--- config.mk ---
export PLATFORM = sky130hd
export DESIGN_NAME = serdes_framed
export DESIGN_NICKNAME = d
export VERILOG_FILES = /design/src/rtl/serdes_pkg.sv /design/src/rtl/serdes_rx_deframer.sv /design/src/rtl/serdes_framed.sv
export SDC_FILE = /design/constraint.sdc
export NUM_CORES = 1
export LEC_CHECK = 0
export CAP_MARGIN = 40
export CORE_ASPECT_RATIO = 1.4
export CORE_MARGIN = 2
export CORE_UTILIZATION = 40
export CTS_BUF_LIST = sky130_fd_sc_hd__clkbuf_16
export DETAILED_ROUTE_END_ITERATION = 8
export GPL_ROUTABILITY_DRIVEN = 0
export GPL_TIMING_DRIVEN = 0
export PLACE_DENSITY_LB_ADDON = 0.2
export SLEW_MARGIN = 20
export SYNTH_ARGS = -nofsm -noshare
export SYNTH_HDL_FRONTEND = slang
export SYNTH_SLANG_ARGS = --single-unit
--- constraint.sdc ---
create_clock -name clk -period 3.8 [get_ports clk]
set_clock_uncertainty 0.2 [all_clocks]
set_input_delay 0.57 -clock clk [delete_from_list [all_inputs] [get_ports clk]]
set_output_delay 0.57 -clock clk [all_outputs]
set_load 0.1 [all_outputs]
--- src/rtl/serdes_pkg.sv ---
// Shared types and line constants for the framed serdes.
// Optional parity support is selected with SERDES_FRAMED_PARITY_EN in the RTL files.
package serdes_pkg;

    typedef enum logic [2:0] {
        TX_IDLE,
        TX_START,
        TX_DATA,
        TX_PAR,
        TX_STOP
    } tx_state_e;

    typedef enum logic [1:0] {
        RX_IDLE,
        RX_DATA,
        RX_PAR,
        RX_STOP
    } rx_state_e;

    localparam logic START_BIT = 1'b0;
    localparam logic STOP_BIT  = 1'b1;
    localparam logic IDLE_LVL  = 1'b1;

    // Width of a counter that indexes DATA_W payload bits.
    function automatic int cnt_w(input int data_w);
        return (data_w < 2) ? 1 : $clog2(data_w);
    endfunction

endpackage

--- src/rtl/serdes_rx_deframer.sv ---
// RX path: ser_in synchroniser, frame FSM, payload shift register and error flags.
// Parity checking is compiled in with SERDES_FRAMED_PARITY_EN.
module serdes_rx_deframer #(
    parameter int DATA_W      = 8,
    parameter bit MSB_FIRST   = 1'b1,
    parameter int SYNC_STAGES = 2
) (
    input  logic              clk,
    input  logic              rst,
    input  logic              ser_line,
    output logic [DATA_W-1:0] rx_data,
    output logic              rx_valid,
    output logic              rx_frame_err,
    output logic              rx_parity_err
);
    import serdes_pkg::*;

    localparam int            CW   = cnt_w(DATA_W);
    localparam logic [CW-1:0] LAST = CW'(DATA_W - 1);

    logic ser_s;

    // Synchroniser resets to the idle level so reset release never looks like a start bit.
    generate
        if (SYNC_STAGES == 0) begin : g_bypass
            assign ser_s = ser_line;
        end else begin : g_sync
            logic [SYNC_STAGES-1:0] sync_q;
            // NOTE: clocked blocks use non-blocking (<=) so every flop samples pre-edge values.
            always_ff @(posedge clk) begin
                if (rst) begin
                    sync_q <= '1;
                end else begin
                    sync_q[0] <= ser_line;
                    for (int i = 1; i < SYNC_STAGES; i++) sync_q[i] <= sync_q[i-1];
                end
            end
            assign ser_s = sync_q[SYNC_STAGES-1];
        end
    endgenerate

    rx_state_e         state, state_nxt;
    logic [CW-1:0]     cnt;
    logic [DATA_W-1:0] shift;
    logic              in_data, in_stop;

    always_ff @(posedge clk) begin
        if (rst) state <= RX_IDLE;
        else     state <= state_nxt;
    end

    always_comb begin
        // NOTE: default assignment first so no path leaves state_nxt unassigned (no latch).
        state_nxt = state;
        case (state)
            RX_IDLE: if (ser_s == START_BIT) state_nxt = RX_DATA;
`ifdef SERDES_FRAMED_PARITY_EN
            RX_DATA: if (cnt == LAST) state_nxt = RX_PAR;
`else
            RX_DATA: if (cnt == LAST) state_nxt = RX_STOP;
`endif
            RX_PAR:  state_nxt = RX_STOP;
            RX_STOP: state_nxt = RX_IDLE;
            default: state_nxt = RX_IDLE;
        endcase
    end

    always_comb begin
        in_data = (state == RX_DATA);
        in_stop = (state == RX_STOP);
    end

    always_ff @(posedge clk) begin
        if (rst) begin
            cnt          <= '0;
            shift        <= '0;
            rx_data      <= '0;
            rx_valid     <= 1'b0;
            rx_frame_err <= 1'b0;
        end else begin
            rx_valid <= 1'b0;
            if (in_data) begin
                cnt <= cnt + CW'(1);
                if (MSB_FIRST) shift <= {shift[DATA_W-2:0], ser_s};
                else           shift <= {ser_s, shift[DATA_W-1:1]};
            end else begin
                cnt <= '0;
            end
            // A bad stop bit still delivers the payload; the flag tells the consumer.
            if (in_stop) begin
                rx_valid     <= 1'b1;
                rx_data      <= shift;
                rx_frame_err <= (ser_s != STOP_BIT);
            end
        end
    end

`ifdef SERDES_FRAMED_PARITY_EN
    logic par_bad;

    always_ff @(posedge clk) begin
        if (rst) begin
            par_bad       <= 1'b0;
            rx_parity_err <= 1'b0;
        end else begin
            if (state == RX_PAR) par_bad <= ser_s ^ (^shift);
            if (in_stop)         rx_parity_err <= par_bad;
        end
    end
`else
    assign rx_parity_err = 1'b0;
`endif

endmodule

--- src/rtl/serdes_framed.sv ---
// Full-duplex framed serialiser/deserialiser with TX handshake and internal loopback.
// Define SERDES_FRAMED_PARITY_EN to add an even-parity bit to every frame.
module serdes_framed #(
    parameter int DATA_W      = 8,
    parameter bit MSB_FIRST   = 1'b1,
    parameter int SYNC_STAGES = 2
) (
    input  logic              clk,
    input  logic              rst,
    input  logic [DATA_W-1:0] tx_data,
    input  logic              tx_valid,
    output logic              tx_ready,
    output logic              ser_out,
    input  logic              ser_in,
    input  logic              lb_en,
    output logic [DATA_W-1:0] rx_data,
    output logic              rx_valid,
    output logic              rx_frame_err,
    output logic              rx_parity_err
);
    import serdes_pkg::*;

    localparam int            CW   = cnt_w(DATA_W);
    localparam logic [CW-1:0] LAST = CW'(DATA_W - 1);

    tx_state_e         tx_state, tx_state_nxt;
    logic [DATA_W-1:0] tx_shift;
    logic [CW-1:0]     tx_cnt;
    logic              tx_fire;
    logic              ser_eff;

    assign tx_fire = tx_valid && tx_ready;

    always_ff @(posedge clk) begin
        if (rst) tx_state <= TX_IDLE;
        else     tx_state <= tx_state_nxt;
    end

    always_comb begin
        tx_state_nxt = tx_state;
        case (tx_state)
            TX_IDLE:  if (tx_fire) tx_state_nxt = TX_START;
            TX_START: tx_state_nxt = TX_DATA;
`ifdef SERDES_FRAMED_PARITY_EN
            TX_DATA:  if (tx_cnt == LAST) tx_state_nxt = TX_PAR;
`else
            TX_DATA:  if (tx_cnt == LAST) tx_state_nxt = TX_STOP;
`endif
            TX_PAR:   tx_state_nxt = TX_STOP;
            // Accepting during STOP chains frames with no idle gap.
            TX_STOP:  tx_state_nxt = tx_fire ? TX_START : TX_IDLE;
            default:  tx_state_nxt = TX_IDLE;
        endcase
    end

`ifdef SERDES_FRAMED_PARITY_EN
    logic tx_par;

    always_ff @(posedge clk) begin
        if (rst)          tx_par <= 1'b0;
        else if (tx_fire) tx_par <= ^tx_data;
    end
`endif

    always_comb begin
        tx_ready = !rst && (tx_state == TX_IDLE || tx_state == TX_STOP);
        ser_out  = IDLE_LVL;
        case (tx_state)
            TX_START: ser_out = START_BIT;
            TX_DATA:  ser_out = MSB_FIRST ? tx_shift[DATA_W-1] : tx_shift[0];
`ifdef SERDES_FRAMED_PARITY_EN
            TX_PAR:   ser_out = tx_par;
`endif
            TX_STOP:  ser_out = STOP_BIT;
            default:  ser_out = IDLE_LVL;
        endcase
    end

    // The word is captured at accept so tx_data is free to change during the frame.
    always_ff @(posedge clk) begin
        if (rst) begin
            tx_shift <= '0;
            tx_cnt   <= '0;
        end else begin
            if (tx_fire) begin
                tx_shift <= tx_data;
            end else if (tx_state == TX_DATA) begin
                if (MSB_FIRST) tx_shift <= {tx_shift[DATA_W-2:0], 1'b0};
                else           tx_shift <= {1'b0, tx_shift[DATA_W-1:1]};
            end
            tx_cnt <= (tx_state == TX_DATA) ? tx_cnt + CW'(1) : '0;
        end
    end

    assign ser_eff = lb_en ? ser_out : ser_in;

    serdes_rx_deframer #(
        .DATA_W      (DATA_W),
        .MSB_FIRST   (MSB_FIRST),
        .SYNC_STAGES (SYNC_STAGES)
    ) u_rx (
        .clk           (clk),
        .rst           (rst),
        .ser_line      (ser_eff),
        .rx_data       (rx_data),
        .rx_valid      (rx_valid),
        .rx_frame_err  (rx_frame_err),
        .rx_parity_err (rx_parity_err)
    );

endmodule

==> run metrics <==
Pwr Density=500 nW/µm²; die width=57.5 µm; clk_lat worst skew=0.27 ns; DR pass1 iterations=4; share of cells above drive strength 1=16.3%; R2R cell count=6; Warnings, synthesis=0; critical path's largest stage delay=0.56 ns; CORE AREA=3880 µm²; hold buffer count at cts=0; Worst Path Arrival=2.29 ns; CTS Sinks=39; r2r startpoint=u_rx.state[1]; kind of critical path=input port to output port; Seq cells post-synth=39; nets=222; sequential share of power=40.6%; maximum clock rate=326 MHz; GR Overflow Total=0; H-tree depth=2; P&R area growth vs syn=39.8%; delay-heaviest family, CP=buffers and inverters; RSZ-0062 raised after global routing=no; fraction of power consumed by combinational cells=18.1%; hold crit path type=flip-flop to flip-flop; Post-DP HPWL=2290 µm; n_diodes=0; max_slew headroom=46.6%; final instance area=2240 µm²; number of post-CTS setup repair buffers=0; Setup TNS Final=0 ns; Post-synth EDFFs=0; CTS Buf Count=5; IO buf count=24; Setup crit end kind=output port; Overall Global Routing Usage=14.2%; r2r setup slk=1.90 ns; starting density of the core=41.2%; Die Y=78.9 µm; Max VDD drop=0.000377 V; switching share of power=25.9%; fill count=334; Main synth FF type=dfxtp_1; r2r endpoint=u_rx.state[1]; row cnt=27; Hold Vio Cnt, Final=0; Syn Nets=179; fin crit share=80.6%; Max-Cap Viols=0; first-pass GRT wire length=5040 µm; Setup crit start=rst; Critical Path Fanout Max=10; crit path launch type=input port; Cells after Synth=158; Via density=4.97; area of the mapped netlist=1600 µm²; largest net degree at the start of global routing=13; Worst path depth=5; die area=4530 µm²; final max-slew violation count=0; status=finished clean; drt total wl=2960 µm; Leakage=0.000861 µW; CTS root buf=clkbuf_16; CP bufs+invs=4; Worst-Margin Slew=0.799 ns; Reg clk slew, reported paths=0.06 ns; routed via count=1218; DR WL/cell=12.1 µm; switching power total=290 µW; Unique masters post-synth=32; number of antenna violations at the first check in global routing=0; Final setup viols=0; clk buf depth=2; placed standard-cell area=2080 µm²; required time of the critical path=3.03 ns; 1st-iter DRT viols=16; Critical-path top delay cell=clkdlybuf4s50_1; mean post-synth cell area=10.1 µm²; CTS tree=yes; CP Cell Sequence=clkdlybuf4s50_1 -> clkbuf_1 -> nor3_1 -> clkdlybuf4s50_1 -> buf_8; Async S/R FF share, synth=0%; io pins=26; P_int=830 µW; worst setup path endpoint=tx_ready; post-route ant nets=0; DRC=0; clock network power share=41.3%; post-cts resize count=0; final worst path period need=3.06 ns; vias in the first global route=1169; cell repeated most along the worst path=clkdlybuf4s50_1; sequential element share of the synthesized area=48.7%
-- flip-flops by register name, indices dropped and copies added (netlist names) --
name / cells
u_rx.g_sync.sync_q: 2
tx_shift: 8
u_rx.cnt: 3
u_rx.rx_valid: 1
tx_cnt: 3
u_rx.shift: 8
u_rx.state: 2
u_rx.rx_data: 8
u_rx.rx_frame_err: 1
tx_state: 3
-- logic make-up after synthesis --
logic type,count (synthesis),synth area share [%]
muxes,17,10.6
DFF,39,48.8
and+or+nand+nor,63,19.2
other,1,0.234
buffers and inverters,14,5.08
AOI/OAI and AO/OA,16,9.84
adders and majority gates,8,6.25
-- metrics by stage --
step / instances / setup WS (ns) / power [µW] / util (%) / hold slack (ns)
4_1_cts: 245 / 0.732 / 1120 / 57.6 / 0.212
6_report: 245 / 0.737 / 1120 / 57.6 / 0.213
2_1_floorplan: 158 / 0.235 / 604 / - / 0.189
3_5_place_dp: 237 / 0.756 / 667 / 53.4 / 0.194
3_3_place_gp: 225 / 0.339 / 642 / 48.8 / 0.196
5_1_grt: 245 / 0.637 / 1160 / 57.6 / 0.223
-- layout by cell type, fill, tap and decap left out, types with 5 or more instances in the layout --
| cell type | instances |
|---|---|
| a311oi_2 | 7 |
| buf_8 | 12 |
| clkbuf_16 | 5 |
| clkdlybuf4s50_1 | 24 |
| dfxtp_1 | 39 |
| ha_1 | 8 |
| mux2i_1 | 17 |
| nand2_1 | 15 |
| nor2_1 | 25 |
| nor3b_1 | 5 |
-- area by class of cell --
type	instances	area [µm²]	area share, %
tap	43	53.8	2.40
multi-input combinational	105	739	33.0
inverter	4	15.0	0.670
buffer	10	66.3	2.96
clock inverter	3	38.8	1.73
sequential	39	781	34.9
clock buffer	5	125	5.59
timing repair buffer	36	420	18.8
-- cell usage after synthesis, types with 2 or more instances --
cell type  instances  area, µm²
inv_1              4       15.0
a21oi_1            3       15.0
nor3_1             4       20.0
mux2i_1           17        170
ha_1               8        100
clkbuf_1           4       15.0
o21ai_0            3       15.0
dfxtp_1           39        781
or3b_2             2       17.5
nor2b_1            2       12.5
buf_1              2       7.51
nand2_1           15       56.3
nand2b_1           2       12.5
a311oi_2           7        105
nor3b_1            5       37.5
nor2_1            25       93.8
-- routing by layer --
metal | up-vias | wire length [µm] | track usage, %
met4 | 0 | 60 | 5.81
met2 | 23 | 1570 | 25.3
met3 | 8 | 100 | 3.75
li1 | 620 | - | -
met5 | - | 0 | 0
met1 | 567 | 1220 | 15.4
-- power by group through the flow --
stage	clock [µW]	sequential (µW)	combinational (µW)
5_1_grt	485	459	217
4_1_cts	464	455	203
6_report	462	455	202
2_1_floorplan	0	465	138
3_3_place_gp	0	461	180
3_5_place_dp	0	464	203
-- worst min path at each step --
stage	endpoint	start	slack [ns]	depth (start not counted)
after floorplan	u_rx.g_sync.sync_q[1]	u_rx.g_sync.sync_q[0]	0.19	1
after global placement	u_rx.g_sync.sync_q[1]	u_rx.g_sync.sync_q[0]	0.20	1
after detailed placement	u_rx.g_sync.sync_q[1]	u_rx.g_sync.sync_q[0]	0.19	1
after CTS	u_rx.g_sync.sync_q[1]	u_rx.g_sync.sync_q[0]	0.21	1
after global routing	u_rx.g_sync.sync_q[1]	u_rx.g_sync.sync_q[0]	0.22	1
final	u_rx.g_sync.sync_q[1]	u_rx.g_sync.sync_q[0]	0.21	1
Power figures use the tool's default switching activity.
==> edit 1, RTL diff (same settings) <==
`MSB_FIRST` is set to 1'b1 in 2 places; all go to 1'b0.
--- a/src/rtl/serdes_rx_deframer.sv
+++ b/src/rtl/serdes_rx_deframer.sv
@@ -2,7 +2,7 @@
 // Parity checking is compiled in with SERDES_FRAMED_PARITY_EN.
 module serdes_rx_deframer #(
     parameter int DATA_W      = 8,
-    parameter bit MSB_FIRST   = 1'b1,
+    parameter bit MSB_FIRST   = 1'b0,
     parameter int SYNC_STAGES = 2
 ) (
     input  logic              clk,
--- a/src/rtl/serdes_framed.sv
+++ b/src/rtl/serdes_framed.sv
@@ -2,7 +2,7 @@
 // Define SERDES_FRAMED_PARITY_EN to add an even-parity bit to every frame.
 module serdes_framed #(
     parameter int DATA_W      = 8,
-    parameter bit MSB_FIRST   = 1'b1,
+    parameter bit MSB_FIRST   = 1'b0,
     parameter int SYNC_STAGES = 2
 ) (
     input  logic              clk,
Formal check against the unedited RTL: not equivalent (a bounded check fails within 4 cycles, from zero or initial values and one cycle with rst high).
==> edit 1 against the original RTL <==
Total power fell by 7.8%; maximum frequency fell by 10%; worst setup slack got worse by 0.34 ns; synthesized area fell by 2.5%; final area fell by 3.1%; wire length fell by 0.68%; critical path type unchanged; clock power fell by 18%; sequential cell count did not move.
==> edit 1: results (changes against the original RTL) <==
[cells_and_area]
layout-drive-gt1-share_pct=15.03  ; -1.3 points
finalNetCount=213  ; -4.1%
num-fill-cells=330  ; -1.2%

[global_routing]
grt_max_degree=12  ; -1
first_global_vias=1231  ; +5.3%
grt_pass1_wl_um=5237  ; +4.0%
grt_use_total_pct=15.39  ; +1.2 points

[run_status]
outcome=finished clean

[power]
p_switching_w=0.0002721  ; -6.0%
p_leak_nw=0.8492  ; -1.4%
peakVddDrop_mv=0.3617  ; -3.9%

[critical_path]
slowest_stage=clkdlybuf4s50_1
max_stage_delay_ns=0.51  ; -0.05 ns
crit_arrival_ns=2.63  ; +0.34 ns

[synthesis]
synthTopCellsByCount=dfxtp_1, nor2_1, mux2i_1, ha_1, nand2b_1
synthesis.nets=170  ; -5.0%
synthDistinctLibCells=35  ; +9.4%
yosysSeqAreaShare_pct=50.00  ; +1.3 points
synth.area.top_cells=dfxtp_1, mux2i_1, ha_1, nor2_1, nand2b_1

[detailed_routing]
wl_per_cell_um=12.49  ; +3.5%
viasPerCell=5.034  ; +1.3%
drtIter0Drc=6  ; -10
dr.pass1.iters=2  ; -2

[cts]
cts_resized=0  ; unchanged
cts-root-buf=clkbuf_16

[placed_design]
dp_hpwl_um=2239  ; -2.1%

[sta]
worst_pin_slew_ns=0.5309  ; -0.2685 ns

edit 1: cell types whose count changed after synthesis, moves of 2 or more:
cell      before  now
buf_1          2    0
nand2b_1       2    8
a311oi_2       7    0
nor2_1        25   19
or3b_2         2    0
o221ai_1       0    5
nand2_1       15    7
edit 1: critical path, delay by kind of cell:
kind                   cells  cell delay, ns
buffers and inverters      5            1.97
AND/OR/NAND/NOR            1            0.09
edit 1: cell type report:
class	instances	share of cell area, %
clock inverter	3	0.5187
tap	42	2.421
clock buffer	5	5.764
buffer	8	2.133
timing repair buffer	36	19.37
multi-input combinational	98	32.91
inverter	4	0.9222
sequential	39	35.97
edit 1: per-layer routing:
layer	wire length, um	vias to the layer above	track usage [%]
li1	-	599	-
met1	1168	550	15.16
met2	1569	25	28.49
met3	124	9	4.500
met4	72	0	7.674
met5	0	-	0
edit 1: power by group through the flow:
stage | clock network (W) | logic, W | registers, W
after floorplan | 0 | 0.000137 | 0.000466
after detailed placement | 0 | 0.000201 | 0.000464
after CTS | 0.000390 | 0.000204 | 0.000455
after global placement | 0 | 0.000180 | 0.000462
after global routing | 0.000407 | 0.000218 | 0.000458
final | 0.000378 | 0.000200 | 0.000455
edit 1: worst paths after layout:
path | from | slack (ns) | depth (start not counted) | end
hold reg to reg | u_rx.g_sync.sync_q[0] | 0.21 | 1 | u_rx.g_sync.sync_q[1]
hold / removal | u_rx.g_sync.sync_q[0] | 0.21 | 1 | u_rx.g_sync.sync_q[1]
setup reg to reg | u_rx.state[1] | 2.03 | 6 | u_rx.state[1]
setup / recovery | rst | 0.40 | 6 | tx_ready
edit 1: cells by family (layout without fill, tap and decap cells):
| logic type | Yosys count | count (layout) | share of synthesized area [%] |
|---|---|---|---|
| simple gates | 55 | 55 | 19.63 |
| flops | 39 | 39 | 50.00 |
| mux | 18 | 18 | 11.54 |
| compound gates | 16 | 16 | 7.933 |
| buf+inv | 12 | 56 | 4.246 |
| fa+ha+maj | 8 | 8 | 6.411 |
| other cells | 1 | 1 | 0.2402 |
edit 1: metrics by stage:
stage / cells / area [sq um] / setup WS [ns] / utilization [%]
final: 235 / 2171 / 0.3961 / 58.54
after global routing: 235 / 2171 / 0.2283 / 58.54
after CTS: 235 / 2171 / 0.3421 / 58.54
after detailed placement: 227 / 2034 / 0.3775 / 54.86
after global placement: 215 / 1854 / 0.01870 / 50.00
after floorplan: 149 / 1562 / 0.06293 / -
==> edit 2, RTL diff (config.mk and constraints unchanged) <==
Without the edit above. Put a register stage on the output `rx_frame_err`. The value now appears one clock later. The other outputs are not delayed to match.
--- a/src/rtl/serdes_framed.sv
+++ b/src/rtl/serdes_framed.sv
@@ -22,6 +22,8 @@
 
     localparam int            CW   = cnt_w(DATA_W);
     localparam logic [CW-1:0] LAST = CW'(DATA_W - 1);
+
+    logic rx_frame_err_d;
 
     tx_state_e         tx_state, tx_state_nxt;
     logic [DATA_W-1:0] tx_shift;
@@ -104,9 +106,17 @@
         .ser_line      (ser_eff),
         .rx_data       (rx_data),
         .rx_valid      (rx_valid),
-        .rx_frame_err  (rx_frame_err),
+        .rx_frame_err  (rx_frame_err_d),
         .rx_parity_err (rx_parity_err)
     );
 
+    always_ff @(posedge clk) begin
+        if (rst) begin
+            rx_frame_err <= '0;
+        end else begin
+            rx_frame_err <= rx_frame_err_d;
+        end
+    end
+
 endmodule
 
Behaviour: same outputs for any inputs over 10 cycles, from zero or initial values and one cycle with rst high; that may be too few to reach the edited logic, so the function may still have changed.
==> edit 2 against the original RTL <==
Final area rose by 0.28%; sequential cell count grew 1; first-iteration DRC count rose by 120%; worst setup slack got worse by 0.037 ns; wire length up 1.4%; total power is 5.1% lower; largest cell class unchanged; via count decreased by 0.66%; die area grew 1.5%; synthesized area increased by 1.6%.
==> edit 2: results (changes against the original RTL) <==
[run_status]
outcome=finished clean

[critical_path]
critPathMaxFanout=10  ; unchanged
max_stage_delay_ns=0.56  ; about the same
crit_arrival_ns=2.33  ; +0.04 ns

[sta]
slew-limit-headroom_pct=45.89  ; -0.70 points

[global_routing]
first_global_vias=1208  ; +3.3%
grt_max_degree=14  ; +1
grt_use_total_pct=14.59  ; +0.43 points
grt_pass1_wl_um=5175  ; +2.7%

[detailed_routing]
drtIter0Drc=35  ; +19
wirelength_um=2997  ; +1.4%
wl_per_cell_um=12.13  ; +0.60%
vias=1210  ; -0.66%

[synthesis]
synth.area.top_cells=dfxtp_1, mux2i_1, a311oi_2, ha_1, nor2_1
yosysSeqAreaShare_pct=49.19  ; +0.44 points
syn_avg_cell_area_sq_um=10.17  ; +0.37%
synthTopCellsByCount=dfxtp_1, nor2_1, mux2i_1, nand2_1, ha_1
synthesis.nets=181  ; +1.1%

[cts]
cts_setup_buffers=0  ; unchanged
cts_buffers=5  ; unchanged
clk_pin_slew_ns=0.05
insertion_delay_ns=0.28

[power]
p_leak_nw=0.8536  ; -0.86%
peakVddDrop_mv=0.4730  ; +26%

[cells_and_area]
layout-drive-gt1-share_pct=16.18  ; -0.16 points
largestRegisters=tx_shift: 8 flops, u_rx.rx_data: 8 flops, u_rx.shift: 8 flops
num-fill-cells=347  ; +3.9%
finalNetCount=224  ; +0.90%

[placed_design]
placed_cells=239  ; +0.84%
placed_cell_area_sq_um=2102  ; +1.3%
dp_hpwl_um=2251  ; -1.5%

[die]
core_area_sq_um=3919  ; +0.87%

-- edit 2: cell types whose count changed after synthesis --
cell      delta
buf_1        +1
nor2b_1      +1
dfxtp_1      +1
clkbuf_1     -1
-- edit 2: final timing paths --
kind,start,endpoint,slack (ns),cells after the start
min reg2reg,u_rx.g_sync.sync_q[0],u_rx.g_sync.sync_q[1],0.21,1
max reg2reg,u_rx.state[1],u_rx.state[1],1.88,6
max,rst,tx_ready,0.70,5
min,u_rx.g_sync.sync_q[0],u_rx.g_sync.sync_q[1],0.21,1
-- edit 2: kinds of logic (layout without fill, tap and decap cells) --
kind of cell,after synthesis,after routing,share of synthesized area (%)
AO/OA/AOI/OAI,16,16,9.685
adder cells (fa/ha/maj),8,8,6.149
buffers and inverters,14,58,4.996
flip-flops,40,40,49.19
multiplexers,17,17,10.45
other,1,1,0.2304
AND/OR/NAND/NOR,64,64,19.29
-- edit 2: layer usage --
layer	vias to the layer above	track usage, %	share of wire [%]
met1	553	16.33	44
li1	628	-	-
met3	5	4.862	3.9
met2	24	25.11	51
met5	-	0	0
met4	0	5.581	1.8
-- edit 2: power by group --
part	leakage, nW	internal (W)	total, W	switching, W
Sequential	0.325	0.000445	0.000466	0.0000204
Clock	0.0635	0.000240	0.000400	0.000160
Combinational	0.465	0.0000890	0.000197	0.000108
Total	0.854	0.000775	0.00106	0.000288
-- edit 2: area by class of cell --
class	count	area share, %
flip-flops and latches	40	35.65
repair buffers	36	18.72
clock buffers	5	5.571
well taps	43	2.396
plain buffers	10	2.953
multi-input cells	106	33.20
clock inverters	3	0.8357
inverters	4	0.6685
-- edit 2: per-stage QoR --
stage	utilization, %	power, W	setup WS, ns
floorplan	-	0.0006129	0.2348
global placement	49.04	0.0006507	0.2774
detailed placement	53.64	0.0006758	0.7007
CTS	57.31	0.001077	0.6780
global route	57.31	0.001120	0.6121
finish	57.31	0.001063	0.7003
-- edit 2: worst max-delay path: cells and delay by family --
family,cells,cell delay [ns]
buffers and inverters,4,1.53
and+or+nand+nor,1,0.22
